===== config.mk =====
export PLATFORM = sky130hd
export DESIGN_NAME = alu_rsp_serializer_flat
export DESIGN_NICKNAME = d
export VERILOG_FILES = /design/src/rtl/alu_rsp_pkg.sv /design/src/rtl/alu_rsp_serializer_if.sv /design/src/rtl/alu_rsp_fifo.sv /design/src/rtl/alu_rsp_serializer.sv /design/src/flat_wrapper.sv
export SDC_FILE = /design/constraint.sdc
export NUM_CORES = 1
export LEC_CHECK = 0
export BUFFER_PORTS_ARGS = -buffer_cell sky130_fd_sc_hd__buf_2
export CELL_PAD_IN_SITES_DETAIL_PLACEMENT = 2
export CELL_PAD_IN_SITES_GLOBAL_PLACEMENT = 2
export CORE_MARGIN = 4
export CORE_UTILIZATION = 39
export CTS_CLUSTER_DIAMETER = 50
export DETAILED_ROUTE_END_ITERATION = 12
export PLACE_DENSITY = 0.72
export RECOVER_POWER = 25
export SYNTH_ARGS = -nofsm -noshare
export SYNTH_HDL_FRONTEND = slang
export SYNTH_HIERARCHICAL = 1
export SYNTH_SLANG_ARGS = --single-unit

===== constraint.sdc =====
create_clock -name CLK -period 2.9 [get_ports CLK]
set_clock_uncertainty 0.15 [all_clocks]
set_input_delay 0.145 -clock CLK [delete_from_list [all_inputs] [get_ports CLK]]
set_output_delay 0.145 -clock CLK [all_outputs]
set_load 0.05 [all_outputs]

===== src/rtl/alu_rsp_pkg.sv =====
//------------------------------------------------------------------------------
// Module : alu_rsp_pkg
// Brief  : Shared types and constants for the ALU response serializer.
// Rev    : 1.0  initial release
//------------------------------------------------------------------------------
`default_nettype none

package alu_rsp_pkg;

  typedef enum logic [1:0] {
    ST_IDLE = 2'd0,
    ST_TAG  = 2'd1,
    ST_LSB  = 2'd2,
    ST_MSB  = 2'd3
  } rsp_state_t;

  localparam logic [3:0] TAG_NIBBLE = 4'hA;

  function automatic int unsigned data_bytes(input int unsigned out_wd);
    return out_wd / 8;
  endfunction

  function automatic int unsigned bytes_per_result(input int unsigned out_wd, input bit tag_en);
    return data_bytes(out_wd) + (tag_en ? 1 : 0);
  endfunction

endpackage

`default_nettype wire


===== src/rtl/alu_rsp_serializer_if.sv =====
//------------------------------------------------------------------------------
// Module : alu_rsp_serializer_if
// Brief  : ALU result input and UART byte-stream output bundle.
// Rev    : 1.0  initial release
//------------------------------------------------------------------------------
`default_nettype none

interface alu_rsp_serializer_if #(
  parameter int OUT_WD = 16,
  parameter int FUN_WD = 4
);
  logic [OUT_WD-1:0] ALU_OUT;
  logic              OUT_VALID;
  logic [FUN_WD-1:0] ALU_FUN;
  logic [7:0]        TX_DATA;
  logic              TX_VALID;
  logic              TX_READY;
  logic              DROP;
  logic              EMPTY;

  modport master (
    output ALU_OUT, OUT_VALID, ALU_FUN, TX_READY,
    input  TX_DATA, TX_VALID, DROP, EMPTY
  );

  modport slave (
    input  ALU_OUT, OUT_VALID, ALU_FUN, TX_READY,
    output TX_DATA, TX_VALID, DROP, EMPTY
  );
endinterface

`default_nettype wire


===== src/rtl/alu_rsp_fifo.sv =====
//------------------------------------------------------------------------------
// Module : alu_rsp_fifo
// Brief  : Synchronous FIFO, extra pointer bit separates full from empty.
// Rev    : 1.0  initial release
//------------------------------------------------------------------------------
`default_nettype none

module alu_rsp_fifo #(
  parameter int WIDTH = 16,
  parameter int DEPTH = 4
) (
  input  wire              CLK,
  input  wire              RST,
  input  wire              push,
  input  wire              pop,
  input  wire  [WIDTH-1:0] wdata,
  output logic [WIDTH-1:0] rdata,
  output logic             full,
  output logic             empty
);

  localparam int c_aw = (DEPTH > 1) ? $clog2(DEPTH) : 1;

  logic [WIDTH-1:0] r_mem [DEPTH];
  logic [c_aw:0]    r_wptr;
  logic [c_aw:0]    r_rptr;
  logic             w_push_ok;
  logic             w_pop_ok;

  // A pop on the same edge frees the slot, so a push into a full FIFO still lands.
  assign w_pop_ok  = pop && !empty;
  assign w_push_ok = push && (!full || w_pop_ok);

  assign empty = (r_wptr == r_rptr);
  assign full  = (r_wptr[c_aw] != r_rptr[c_aw]) &&
                 (r_wptr[c_aw-1:0] == r_rptr[c_aw-1:0]);
  assign rdata = r_mem[r_rptr[c_aw-1:0]];

  always_ff @(posedge CLK or posedge RST) begin
    if (RST) begin
      r_wptr <= '0;
      r_rptr <= '0;
    end else begin
      if (w_push_ok) r_wptr <= r_wptr + 1'b1;
      if (w_pop_ok)  r_rptr <= r_rptr + 1'b1;
    end
  end

  always_ff @(posedge CLK) begin
    if (w_push_ok) r_mem[r_wptr[c_aw-1:0]] <= wdata;
  end

endmodule

`default_nettype wire


===== src/rtl/alu_rsp_serializer.sv =====
//------------------------------------------------------------------------------
// Module : alu_rsp_serializer
// Brief  : Queues ALU results and streams them LSB-first as bytes to the UART.
//          Optional TAG byte per result when ALU_RSP_TAG_EN is defined.
// Rev    : 1.0  initial release
//------------------------------------------------------------------------------
`default_nettype none

module alu_rsp_serializer
  import alu_rsp_pkg::*;
#(
  parameter int OUT_WD = 16,
  parameter int FUN_WD = 4,
  parameter int DEPTH  = 4
) (
  input wire               CLK,
  input wire               RST,
  alu_rsp_serializer_if.slave bus
);

`ifdef ALU_RSP_TAG_EN
  localparam int c_ent_wd = FUN_WD + OUT_WD;
`else
  localparam int c_ent_wd = OUT_WD;
`endif
  localparam int unsigned c_data_bytes = data_bytes(OUT_WD);

  logic [c_ent_wd-1:0] w_wdata;
  logic [c_ent_wd-1:0] w_rdata;
  logic [OUT_WD-1:0]   w_rd_out;
  logic [7:0]          w_first_byte;
  rsp_state_t          w_first_state;
  logic                w_full;
  logic                w_empty;
  logic                w_pop;
  logic                w_xfer;
  logic                w_last;

  rsp_state_t          r_state;
  logic [15:0]         r_hold;
  logic [7:0]          r_tx_data;
  logic                r_tx_valid;
  logic                r_drop;
  logic                r_empty;

`ifdef ALU_RSP_TAG_EN
  assign w_wdata       = {bus.ALU_FUN, bus.ALU_OUT};
  assign w_rd_out      = w_rdata[OUT_WD-1:0];
  assign w_first_byte  = {TAG_NIBBLE, 4'(w_rdata[c_ent_wd-1:OUT_WD])};
  assign w_first_state = ST_TAG;
`else
  logic w_unused_fun;
  assign w_unused_fun  = ^bus.ALU_FUN;
  assign w_wdata       = bus.ALU_OUT;
  assign w_rd_out      = w_rdata;
  assign w_first_byte  = w_rdata[7:0];
  assign w_first_state = ST_LSB;
`endif

  assign w_xfer = r_tx_valid && bus.TX_READY;
  assign w_last = (r_state == ST_MSB) || ((r_state == ST_LSB) && (c_data_bytes == 1));
  // Pop either from IDLE or back-to-back with the last byte, so there is no bubble.
  assign w_pop  = !w_empty && ((r_state == ST_IDLE) || (w_xfer && w_last));

  alu_rsp_fifo #(
    .WIDTH (c_ent_wd),
    .DEPTH (DEPTH)
  ) u_fifo (
    .CLK   (CLK),
    .RST   (RST),
    .push  (bus.OUT_VALID),
    .pop   (w_pop),
    .wdata (w_wdata),
    .rdata (w_rdata),
    .full  (w_full),
    .empty (w_empty)
  );

  always_ff @(posedge CLK or posedge RST) begin
    if (RST) begin
      r_state    <= ST_IDLE;
      r_hold     <= '0;
      r_tx_data  <= '0;
      r_tx_valid <= 1'b0;
      r_drop     <= 1'b0;
      r_empty    <= 1'b1;
    end else begin
      r_drop  <= bus.OUT_VALID && w_full && !w_pop;
      // The FSM only lands in IDLE with the FIFO drained, so only a new push can clear EMPTY.
      r_empty <= !bus.OUT_VALID && w_empty &&
                 ((r_state == ST_IDLE) || (w_xfer && w_last));
      if (w_pop) begin
        r_hold     <= 16'(w_rd_out);
        r_tx_data  <= w_first_byte;
        r_tx_valid <= 1'b1;
        r_state    <= w_first_state;
      end else if (w_xfer) begin
        case (r_state)
          ST_TAG: begin
            r_tx_data <= r_hold[7:0];
            r_state   <= ST_LSB;
          end
          ST_LSB: begin
            if (w_last) begin
              r_tx_valid <= 1'b0;
              r_state    <= ST_IDLE;
            end else begin
              r_tx_data <= r_hold[15:8];
              r_state   <= ST_MSB;
            end
          end
          default: begin
            r_tx_valid <= 1'b0;
            r_state    <= ST_IDLE;
          end
        endcase
      end
    end
  end

  assign bus.TX_DATA  = r_tx_data;
  assign bus.TX_VALID = r_tx_valid;
  assign bus.DROP     = r_drop;
  assign bus.EMPTY    = r_empty;

endmodule

`default_nettype wire


===== src/flat_wrapper.sv =====
// flat-port wrapper written by rule: the top's interface ports become plain ports
module alu_rsp_serializer_flat import alu_rsp_pkg::*;
#(
  parameter int OUT_WD = 16,
  parameter int FUN_WD = 4,
  parameter int DEPTH  = 4
)
  (CLK, RST, bus_ALU_OUT, bus_OUT_VALID, bus_ALU_FUN, bus_TX_READY, bus_TX_DATA, bus_TX_VALID, bus_DROP, bus_EMPTY);
  alu_rsp_serializer_if #(.OUT_WD(OUT_WD), .FUN_WD(FUN_WD)) bus_i ();
  input wire CLK;
  input wire RST;
  input wire logic [$bits(bus_i.ALU_OUT)-1:0] bus_ALU_OUT;
  input wire logic [$bits(bus_i.OUT_VALID)-1:0] bus_OUT_VALID;
  input wire logic [$bits(bus_i.ALU_FUN)-1:0] bus_ALU_FUN;
  input wire logic [$bits(bus_i.TX_READY)-1:0] bus_TX_READY;
  output wire logic [$bits(bus_i.TX_DATA)-1:0] bus_TX_DATA;
  output wire logic [$bits(bus_i.TX_VALID)-1:0] bus_TX_VALID;
  output wire logic [$bits(bus_i.DROP)-1:0] bus_DROP;
  output wire logic [$bits(bus_i.EMPTY)-1:0] bus_EMPTY;
  assign bus_i.ALU_OUT = bus_ALU_OUT;
  assign bus_i.OUT_VALID = bus_OUT_VALID;
  assign bus_i.ALU_FUN = bus_ALU_FUN;
  assign bus_i.TX_READY = bus_TX_READY;
  assign bus_TX_DATA = bus_i.TX_DATA;
  assign bus_TX_VALID = bus_i.TX_VALID;
  assign bus_DROP = bus_i.DROP;
  assign bus_EMPTY = bus_i.EMPTY;
  alu_rsp_serializer #(.OUT_WD(OUT_WD), .FUN_WD(FUN_WD), .DEPTH(DEPTH)) u_core (.CLK(CLK), .RST(RST), .bus(bus_i));
endmodule

==> results.json, run 1 <==
{
  "status": "completed",
  "first_pass_iters": 4,
  "initial_core_util": 0.405,
  "critical_path.max_stage_delay_ns": 0.54,
  "cts_max_level": 3,
  "grt_pass1_wl_microns": 14700,
  "fin_cells": 445,
  "synth_top_cell_by_area": "sky130_fd_sc_hd__edfxtp_1",
  "finalWorstPathRequiredPeriod_ns": 2.70,
  "timing.setup.tns_ns": 0,
  "critPathRequiredTime_ns": 2.85,
  "p_int_mw": 2.26,
  "period_share": 0.930,
  "edff_count_synth": 64,
  "cap_viol_max_count": 0,
  "r2r_setup_slack_ns": 0.20,
  "gpl.final_weighted_congestion": 0.734,
  "die_h_microns": 112,
  "timing.final.setup_violations": 0,
  "ys.flop_type": "sky130_fd_sc_hd__edfxtp_1",
  "r2r.worst_path.cells": 8,
  "cell_with_the_largest_stage_delay_on_the_worst_path": "sky130_fd_sc_hd__or4_4",
  "timing.critical_path.buf_inv": 3,
  "area_growth_syn_to_layout_pct": 15.5,
  "netlist_area_sq_mm": 0.00423,
  "cts_buffers": 9,
  "diodes": 0,
  "post_cts_resize_count": 0,
  "power.switching_fraction": 0.285,
  "power.density_cell_area_mw_per_mm2": 647,
  "worstSetupPathType": "flip-flop to flip-flop",
  "yosysTopAreaCellShare": 0.454,
  "final_hold_viol_count": 0,
  "dpl.hpwl_microns": 6110,
  "synthesis.area_per_instance_sq_um": 17.1,
  "global_route.overflow_total": 0,
  "drt_wl_total_microns": 8880,
  "grt_setup_unrepaired": "no",
  "p_comb_frac": 0.151,
  "post_drt_via_cell_ratio": 5.18,
  "critPathArrivalTime_ns": 2.65,
  "report.final.slew_viol_count": 0,
  "detail-route-antenna-nets": 0,
  "path_cells": "inv_1, ha_1, a31o_1, nand2_8, inv_6, or4_4, and3_1, buf_4",
  "tightestPinTransition_ns": 0.524,
  "core-area_sq_mm": 0.0105,
  "final_cell_mix": "sky130_fd_sc_hd__edfxtp_1, sky130_fd_sc_hd__dfrtp_1, sky130_fd_sc_hd__dlygate4sd3_1, sky130_fd_sc_hd__inv_1, sky130_fd_sc_hd__buf_2",
  "floorplan.rows": 37,
  "die_width_microns": 112,
  "synth.ff_latch_count": 99,
  "power.switching_mw": 0.903,
  "synth_top_cells_by_area": "sky130_fd_sc_hd__edfxtp_1, sky130_fd_sc_hd__dfrtp_1, sky130_fd_sc_hd__mux4_2",
  "critical_path.endpoint_type": "flip-flop",
  "clk-insertion-delay-late_ns": 0.37,
  "cts_setup_buffers": 0,
  "netlist-cell-type-count": 42,
  "nFillCells": 1006,
  "cts.hold.buffers_added": 19,
  "drtIter0Drc": 105,
  "floorplan.io_pins": 35,
  "inst_count_dp": 410,
  "regToRegEndpoint": "u_core/u_fifo/r_mem[1][13]$_DFFE_PP_",
  "seq_area_frac_synth": 0.661,
  "grt_use_total": 0.149,
  "crit_fanout": 16,
  "drive_above_1_share": 0.265,
  "crit_family": "simple AND/OR/NAND/NOR gates",
  "max_slew_margin": 0.651,
  "place.port_buffers": 30,
  "clock_sink_count": 99,
  "dieArea_sq_mm": 0.0126,
  "most_frequent_standard_cell_in_the_layout_excluding_fill_and_tap_cells": "sky130_fd_sc_hd__edfxtp_1",
  "cts_tree": "yes",
  "pin_count_of_the_biggest_net_entering_global_routing": 30,
  "clock_tree.root_cell": "sky130_fd_sc_hd__clkbuf_8",
  "clock_path_buffers": 2,
  "clk_transition_reported_paths_ns": 0.11,
  "via_count": 2306,
  "ys_warn_count": 6,
  "pwr-share-clk": 0.277,
  "number_of_global_route_vias_before_repair": 2625,
  "avgRoutedWirePerCell_microns": 19.9,
  "final_nets": 337,
  "reg2reg_from": "u_core/r_state[0]$_DFFE_PP0P_",
  "grt_antenna_before_repair": 0,
  "startpoint_type": "flip-flop",
  "drc": 0,
  "max-vdd-ir-drop_uv": 355,
  "synth_cells": 248,
  "hold_class": "input pin to async pin",
  "synth_async_sr_flop_share": 0.354,
  "cellLeakagePower_nw": 1.91,
  "fmax_mhz": 371,
  "seq_power_share": 0.571,
  "mappedNetlistNets": 281
}
[cells in the mapped netlist (2+ instances only)]
| cell type | instances |
|---|---|
| sky130_fd_sc_hd__o31ai_1 | 8 |
| sky130_fd_sc_hd__nand3_1 | 8 |
| sky130_fd_sc_hd__nor3_1 | 2 |
| sky130_fd_sc_hd__o41ai_2 | 2 |
| sky130_fd_sc_hd__a31oi_1 | 8 |
| sky130_fd_sc_hd__xnor2_1 | 5 |
| sky130_fd_sc_hd__and3_1 | 3 |
| sky130_fd_sc_hd__ha_1 | 9 |
| sky130_fd_sc_hd__a211oi_1 | 8 |
| sky130_fd_sc_hd__dfrtp_1 | 34 |
| sky130_fd_sc_hd__mux2_2 | 14 |
| sky130_fd_sc_hd__buf_2 | 3 |
| sky130_fd_sc_hd__inv_1 | 17 |
| sky130_fd_sc_hd__mux2_4 | 3 |
| sky130_fd_sc_hd__mux2_1 | 2 |
| sky130_fd_sc_hd__mux4_2 | 12 |
| sky130_fd_sc_hd__o21ai_0 | 10 |
| sky130_fd_sc_hd__mux4_1 | 4 |
| sky130_fd_sc_hd__buf_1 | 3 |
| sky130_fd_sc_hd__edfxtp_1 | 64 |
| sky130_fd_sc_hd__nand2_1 | 3 |
| sky130_fd_sc_hd__nand2b_1 | 2 |
| sky130_fd_sc_hd__clkbuf_1 | 2 |
| sky130_fd_sc_hd__buf_6 | 4 |
[registers in the layout (all words and copies together) (netlist names)]
register,count
u_core/bus.DROP,1
u_core/bus.EMPTY,1
u_core/bus.TX_DATA,8
u_core/bus.TX_VALID,1
u_core/r_hold,16
u_core/r_state,2
u_core/u_fifo/r_mem,64
u_core/u_fifo/r_rptr,3
u_core/u_fifo/r_wptr,3
[logic make-up after synthesis]
family / share of synthesized area
compound gates: 0.0697
xor+xnor: 0.0228
fa+ha+maj: 0.0266
buf+inv: 0.0405
flops: 0.661
mux: 0.142
simple gates: 0.0375
[final cells by class]
cell class | instances | area (sq um) | share of cell area
timing repair buffer | 58 | 390 | 0.0798
clock inverter | 6 | 56.3 | 0.0115
tap | 136 | 170 | 0.0348
inverter | 18 | 72.6 | 0.0148
clock buffer | 10 | 138 | 0.0281
sequential | 99 | 2800 | 0.572
multi-input combinational | 118 | 1260 | 0.258
[routing by layer]
layer  wire length, microns  global-route usage  part of all wire  vias up
met4                    102              0.0409             0.011        0
met5                      0                   0                 0        -
met3                    205              0.0264             0.023        8
met2                   4580               0.257              0.52       30
li1                       -                   -                 -     1067
met1                   3990               0.195              0.45     1201
[power groups by stage]
stage | Clock, mW | Combinational (mW) | Sequential (mW)
floorplan | 0 | 0.289 | 1.82
detailed placement | 0 | 0.474 | 1.84
global route | 0.972 | 0.531 | 1.83
CTS | 0.906 | 0.495 | 1.81
finish | 0.878 | 0.478 | 1.81
global placement | 0 | 0.449 | 1.82
[worst max-delay path by stage]
stage / from / endpoint / slack [ns] / cells past startpoint
after floorplan: u_core/u_fifo/r_rptr[0]$_DFFE_PP0P_ / u_core/u_fifo/r_mem[0][0]$_DFFE_PP_ / 0.25 / 9
after global placement: u_core/r_state[0]$_DFFE_PP0P_ / u_core/u_fifo/r_mem[1][11]$_DFFE_PP_ / 0.31 / 8
after detailed placement: u_core/r_state[0]$_DFFE_PP0P_ / u_core/u_fifo/r_mem[1][11]$_DFFE_PP_ / 0.21 / 8
after CTS: u_core/r_state[0]$_DFFE_PP0P_ / u_core/u_fifo/r_mem[1][13]$_DFFE_PP_ / 0.17 / 8
after global routing: u_core/r_state[0]$_DFFE_PP0P_ / u_core/u_fifo/r_mem[1][13]$_DFFE_PP_ / 0.07 / 8
final: u_core/r_state[0]$_DFFE_PP0P_ / u_core/u_fifo/r_mem[1][13]$_DFFE_PP_ / 0.20 / 8
[worst register-to-register path, cell delays in order (launching register included)]
cell	delay, ns
sky130_fd_sc_hd__dfrtp_1	0.41
sky130_fd_sc_hd__inv_1	0.09
sky130_fd_sc_hd__ha_1	0.23
sky130_fd_sc_hd__a31o_1	0.37
sky130_fd_sc_hd__nand2_8	0.17
sky130_fd_sc_hd__inv_6	0.05
sky130_fd_sc_hd__or4_4	0.54
sky130_fd_sc_hd__and3_1	0.21
sky130_fd_sc_hd__buf_4	0.22
[stage by stage]
stage / area (sq um) / worst slack (ns) / util / total power, mW / hold slack (ns)
after floorplan: 4230 / 0.248 / - / 2.11 / -0.214
after global placement: 4520 / 0.309 / 0.432 / 2.27 / -0.0724
after detailed placement: 4520 / 0.208 / 0.432 / 2.32 / -0.0616
after CTS: 4910 / 0.171 / 0.469 / 3.21 / 0.0855
after global routing: 4890 / 0.0668 / 0.467 / 3.33 / 0.109
final: 4890 / 0.204 / 0.467 / 3.16 / 0.0822
No activity file was read; power rests on OpenSTA's default activity.
==> run 2, diff against run 1 <==
--- a/config.mk
+++ b/config.mk
@@ -5,12 +5,13 @@
 export SDC_FILE = /design/constraint.sdc
 export NUM_CORES = 1
 export LEC_CHECK = 0
-export BUFFER_PORTS_ARGS = -buffer_cell sky130_fd_sc_hd__buf_2
+export BUFFER_PORTS_ARGS = -buffer_cell sky130_fd_sc_hd__clkbuf_2
 export CELL_PAD_IN_SITES_DETAIL_PLACEMENT = 2
 export CELL_PAD_IN_SITES_GLOBAL_PLACEMENT = 2
 export CORE_MARGIN = 4
 export CORE_UTILIZATION = 39
 export CTS_CLUSTER_DIAMETER = 50
+export CTS_CLUSTER_SIZE = 28
 export DETAILED_ROUTE_END_ITERATION = 12
 export PLACE_DENSITY = 0.72
 export RECOVER_POWER = 25
==> run 2 against run 1 <==
Clock power decreased by 6.2%. First-iteration DRC count up 20%. Die area stayed put. Flip-flop and latch count did not move. Sequential share of layout area is 0.16 points higher. Global-route usage hardly changed. Combinational power hardly changed. Via count fell by 0.87%. Largest power group unchanged. Final cell count stayed put.
==> results.json, run 2 (same netlist as run 1, synthesis figures left out) <==
{
  "hold_class": "input pin to async pin",
  "global_route.overflow_total": 0,
  "place.port_buffers": 30,
  "cts.hold.buffers_added": 19,
  "die_h_microns": 112,
  "worstSetupEndpoint": "u_core/u_fifo/r_mem[0][15]$_DFFE_PP_",
  "clock_path_buffers": 2,
  "floorplan.rows": 37,
  "cts_max_level": 3,
  "critical_path.endpoint_type": "flip-flop",
  "worstSetupPathType": "flip-flop to flip-flop",
  "grt_pass1_wl_microns": 14400,
  "timing.final.setup_violations": 0,
  "r2r.worst_path.cells": 8,
  "inst_count_dp": 410,
  "max_slew_margin": 0.637,
  "area_growth_syn_to_layout_pct": 15.2,
  "pin_count_of_the_biggest_net_entering_global_routing": 30,
  "final_nets": 337,
  "clock_tree.root_cell": "sky130_fd_sc_hd__clkbuf_8",
  "first_pass_iters": 4,
  "critPathRequiredTime_ns": 2.84,
  "drt_wl_total_microns": 8720,
  "floorplan.io_pins": 35,
  "post_drt_via_cell_ratio": 5.14,
  "cts_setup_buffers": 0,
  "finalWorstPathRequiredPeriod_ns": 2.67,
  "fin_worst_hold_slack_ns": 0.0942,
  "most_frequent_standard_cell_in_the_layout_excluding_fill_and_tap_cells": "sky130_fd_sc_hd__edfxtp_1",
  "detail-route-antenna-nets": 0,
  "dieArea_sq_mm": 0.0126,
  "number_of_global_route_vias_before_repair": 2659,
  "preCtsSetupSlack_ns": 0.233,
  "drive_above_1_share": 0.252,
  "max-vdd-ir-drop_uv": 316,
  "regToRegEndpoint": "u_core/u_fifo/r_mem[0][15]$_DFFE_PP_",
  "diodes": 0,
  "r2r_setup_slack_ns": 0.23,
  "placed_cell_area_sq_mm": 0.00452,
  "status": "completed",
  "cts_buffers": 9,
  "grt_antenna_before_repair": 0,
  "clk_transition_reported_paths_ns": 0.08,
  "post_cts_resize_count": 0,
  "clock_sink_count": 99,
  "startpoint_type": "flip-flop",
  "cellLeakagePower_nw": 1.88,
  "timing.setup.tns_ns": 0,
  "final_hold_viol_count": 0,
  "die_width_microns": 112,
  "fmax_mhz": 375,
  "via_count": 2286,
  "drtIter0Drc": 126,
  "report.final.slew_viol_count": 0,
  "grt_setup_unrepaired": "no",
  "fin_cells": 445,
  "reg2reg_from": "u_core/r_state[0]$_DFFE_PP0P_",
  "final_area_sq_mm": 0.00488,
  "avgRoutedWirePerCell_microns": 19.6,
  "cts_tree": "yes",
  "initial_core_util": 0.405,
  "timing.final.ws_setup_ns": 0.235,
  "period_share": 0.919,
  "clk-insertion-delay-late_ns": 0.37,
  "dpl.hpwl_microns": 6010,
  "crit_fanout": 16,
  "timing.critical_path.from": "u_core/r_state[0]$_DFFE_PP0P_",
  "tightestPinTransition_ns": 0.544,
  "critPathArrivalTime_ns": 2.61,
  "final_cell_mix": "sky130_fd_sc_hd__edfxtp_1, sky130_fd_sc_hd__dfrtp_1, sky130_fd_sc_hd__dlygate4sd3_1, sky130_fd_sc_hd__clkbuf_1, sky130_fd_sc_hd__inv_1",
  "drc": 0,
  "gpl.final_weighted_congestion": 0.748,
  "largest_register_ffs": 64,
  "power.density_cell_area_mw_per_mm2": 638,
  "core-area_sq_mm": 0.0105,
  "cap_viol_max_count": 0,
  "nFillCells": 1020,
  "grt_use_total": 0.150
}
==> run 2: changes by cell type in the layout (fill, tap and decap cells not counted) <==
cell,before,now
sky130_fd_sc_hd__buf_2,16,0
sky130_fd_sc_hd__clkbuf_1,14,18
sky130_fd_sc_hd__clkbuf_16,0,1
sky130_fd_sc_hd__clkbuf_2,0,15
sky130_fd_sc_hd__clkbuf_8,10,9
sky130_fd_sc_hd__clkinv_2,0,1
sky130_fd_sc_hd__clkinv_4,1,0
sky130_fd_sc_hd__inv_6,3,2
sky130_fd_sc_hd__inv_8,2,0
==> run 2: worst max-delay path, cell delays in order, from the launching register on <==
cell and delay (ns):
sky130_fd_sc_hd__dfrtp_1 0.41, sky130_fd_sc_hd__inv_1 0.09, sky130_fd_sc_hd__ha_1 0.22, sky130_fd_sc_hd__a31o_1 0.36
sky130_fd_sc_hd__nand2_8 0.16, sky130_fd_sc_hd__inv_6 0.05, sky130_fd_sc_hd__or4_4 0.54, sky130_fd_sc_hd__and3_1 0.20
sky130_fd_sc_hd__buf_4 0.22
==> run 2: cell type report <==
cell class,count,area [sq um],area share
clock buffers,13,160,0.0328
repair buffers,58,389,0.0798
flip-flops and latches,99,2800,0.574
inverters,18,72.6,0.0149
clock inverters,3,21.3,0.00436
multi-input cells,118,1260,0.259
well taps,136,170,0.0349
==> run 2: worst min-delay path by stage <==
stage / to / slack (ns) / start / depth (start not counted)
2_1_floorplan: u_core/u_fifo/r_rptr[0]$_DFFE_PP0P_ / -0.21 / RST / 1
3_3_place_gp: u_core/u_fifo/r_rptr[2]$_DFFE_PP0P_ / -0.09 / RST / 2
3_5_place_dp: u_core/u_fifo/r_rptr[2]$_DFFE_PP0P_ / -0.08 / RST / 2
4_1_cts: u_core/u_fifo/r_rptr[2]$_DFFE_PP0P_ / 0.06 / RST / 3
5_1_grt: u_core/u_fifo/r_rptr[2]$_DFFE_PP0P_ / 0.13 / RST / 3
6_report: u_core/u_fifo/r_rptr[2]$_DFFE_PP0P_ / 0.09 / RST / 3
==> run 2: report_power, final <==
part	switching, mW	internal, mW	total (mW)
Clock	0.457	0.368	0.824
Combinational	0.300	0.178	0.478
Sequential	0.0811	1.73	1.81
Total	0.838	2.27	3.11
==> run 2: routing by layer <==
metal	GRT usage	wire, microns	share of wire
met2	0.258	4390	0.50
met4	0.0649	152	0.017
met5	0	0	0
met3	0.0248	223	0.026
met1	0.186	3960	0.45
==> run 2: through the flow <==
step            util  power (mW)
3_3_place_gp   0.432        2.27
3_5_place_dp   0.432        2.32
6_report       0.466        3.11
2_1_floorplan      -        2.11
4_1_cts        0.468        3.16
5_1_grt        0.466        3.28
==> run 3, diff against run 2 <==
--- a/config.mk
+++ b/config.mk
@@ -8,6 +8,7 @@
 export BUFFER_PORTS_ARGS = -buffer_cell sky130_fd_sc_hd__clkbuf_2
 export CELL_PAD_IN_SITES_DETAIL_PLACEMENT = 2
 export CELL_PAD_IN_SITES_GLOBAL_PLACEMENT = 2
+export CORE_ASPECT_RATIO = 0.6
 export CORE_MARGIN = 4
 export CORE_UTILIZATION = 39
 export CTS_CLUSTER_DIAMETER = 50
==> run 3 against run 2 <==
Via count increased by 3.6%. Setup slack improved by 0.027 ns. Final cell count increased by 0.90%. Hold slack improved by 0.030 ns. Critical path type unchanged.
==> results.json, run 3 (same netlist as run 1, synthesis figures left out) <==
{
  "area_growth_syn_to_layout_pct": 18.7,
  "placed_cell_area_sq_mm": 0.00453,
  "fin_cells": 449,
  "drtIter0Drc": 151,
  "pin_count_of_the_biggest_net_entering_global_routing": 30,
  "global_route.overflow_total": 0,
  "worstSetupPathType": "flip-flop to flip-flop",
  "cts_max_level": 3,
  "cts_buffers": 9,
  "clk-insertion-delay-late_ns": 0.34,
  "critPathArrivalTime_ns": 2.57,
  "floorplan.rows": 29,
  "drive_above_1_share": 0.271,
  "die_h_microns": 88.7,
  "dpl.hpwl_microns": 6480,
  "dieArea_sq_mm": 0.0126,
  "tightestPinTransition_ns": 0.549,
  "critical_path.max_stage_delay_ns": 0.56,
  "final_area_sq_mm": 0.00502,
  "drc": 0,
  "gpl.final_weighted_congestion": 0.746,
  "final_hold_viol_count": 0,
  "cts_tree": "yes",
  "final_nets": 338,
  "clk_transition_reported_paths_ns": 0.07,
  "avgRoutedWirePerCell_microns": 21.3,
  "grt_use_total": 0.168,
  "first_pass_iters": 4,
  "final_cell_mix": "sky130_fd_sc_hd__edfxtp_1, sky130_fd_sc_hd__dfrtp_1, sky130_fd_sc_hd__dlygate4sd3_1, sky130_fd_sc_hd__clkbuf_2, sky130_fd_sc_hd__inv_1",
  "report.final.slew_viol_count": 0,
  "period_share": 0.910,
  "diodes": 0,
  "place.port_buffers": 30,
  "clock_sink_count": 99,
  "crit_fanout": 16,
  "via_count": 2369,
  "clock_tree.root_cell": "sky130_fd_sc_hd__clkbuf_16",
  "number_of_global_route_vias_before_repair": 2637,
  "timing.final.setup_violations": 0,
  "startpoint_type": "flip-flop",
  "drt_wl_total_microns": 9560,
  "max_slew_margin": 0.634,
  "timing.setup.tns_ns": 0,
  "cellLeakagePower_nw": 1.96,
  "floorplan.io_pins": 35,
  "die_width_microns": 143,
  "status": "completed",
  "post_cts_resize_count": 0,
  "detail-route-antenna-nets": 0,
  "power.density_cell_area_mw_per_mm2": 708,
  "cap_viol_max_count": 0,
  "cell_with_the_largest_stage_delay_on_the_worst_path": "sky130_fd_sc_hd__or4_4",
  "inst_count_dp": 414,
  "grt_pass1_wl_microns": 15600,
  "post_drt_via_cell_ratio": 5.28,
  "path_cells": "xor2_2, nor3_1, inv_1, nand2_8, inv_6, or4_4, and3_1, buf_4",
  "clock_path_buffers": 2,
  "core-area_sq_mm": 0.0106,
  "critical_path.endpoint_type": "flip-flop",
  "finalWorstPathRequiredPeriod_ns": 2.64,
  "most_frequent_standard_cell_in_the_layout_excluding_fill_and_tap_cells": "sky130_fd_sc_hd__edfxtp_1",
  "fmax_mhz": 379,
  "initial_core_util": 0.400,
  "hold_class": "input pin to async pin",
  "post-layout-total-power_mw": 3.56,
  "max-vdd-ir-drop_uv": 427,
  "grt_antenna_before_repair": 0,
  "grt_setup_unrepaired": "no",
  "largest_register_ffs": 64,
  "critPathRequiredTime_ns": 2.83
}
==> run 3: report_power, final <==
| part | internal [mW] | leakage [nW] | total (mW) | switching (mW) |
|---|---|---|---|---|
| Clock | 0.692 | 0.152 | 1.25 | 0.561 |
| Sequential | 1.73 | 1.02 | 1.81 | 0.0846 |
| Combinational | 0.178 | 0.789 | 0.491 | 0.314 |
| Total | 2.60 | 1.96 | 3.56 | 0.959 |
==> run 3: routing by layer <==
layer	wire length [microns]	global-route usage	share of wire
met5	0	0	0
met4	109	0.0544	0.011
met3	381	0.0383	0.040
met2	4300	0.260	0.45
met1	4770	0.239	0.50
==> run 3: critical path, delay by kind of cell (launching register included) <==
family	cells	cell delay (ns)
simple gates	4	1.08
flops	1	0.48
buf+inv	3	0.41
xor+xnor	1	0.24
==> run 3: final cells by class <==
cell class | count | area [sq um]
Inverter | 18 | 72.6
Clock inverter | 7 | 91.3
Clock buffer | 9 | 225
Sequential cell | 99 | 2800
Tap cell | 139 | 174
Multi-Input combinational cell | 118 | 1260
Fill cell | 985 | 5570
Timing Repair Buffer | 59 | 399
==> run 3: worst paths after layout <==
path | startpoint | to | slack, ns | cells after the start
max | u_core/u_fifo/r_wptr[0]$_DFFE_PP0P_ | u_core/u_fifo/r_mem[1][11]$_DFFE_PP_ | 0.26 | 8
min | RST | u_core/u_fifo/r_wptr[0]$_DFFE_PP0P_ | 0.12 | 3
max reg2reg | u_core/u_fifo/r_wptr[0]$_DFFE_PP0P_ | u_core/u_fifo/r_mem[1][11]$_DFFE_PP_ | 0.26 | 8
min reg2reg | u_core/r_hold[12]$_DFFE_PP0P_ | u_core/r_hold[12]$_DFFE_PP0P_ | 0.36 | 1
max in group asynchronous | RST | u_core/bus.EMPTY$_DFF_PP1_ | 2.00 | 4
min in group CLK | u_core/r_hold[12]$_DFFE_PP0P_ | u_core/r_hold[12]$_DFFE_PP0P_ | 0.36 | 1
==> run 3: per-stage QoR <==
step / hold WS (ns) / setup slack [ns] / utilization
global placement: -0.0766 / 0.352 / 0.428
floorplan: -0.214 / 0.248 / -
CTS: 0.115 / 0.271 / 0.476
global route: 0.145 / 0.147 / 0.474
finish: 0.124 / 0.262 / 0.474
detailed placement: -0.0621 / 0.307 / 0.428
==> run 3: timing repair <==
item,CTS,global route
buffers inserted,0,0
hold buffers,19,0
hold endpoints to repair,100,0
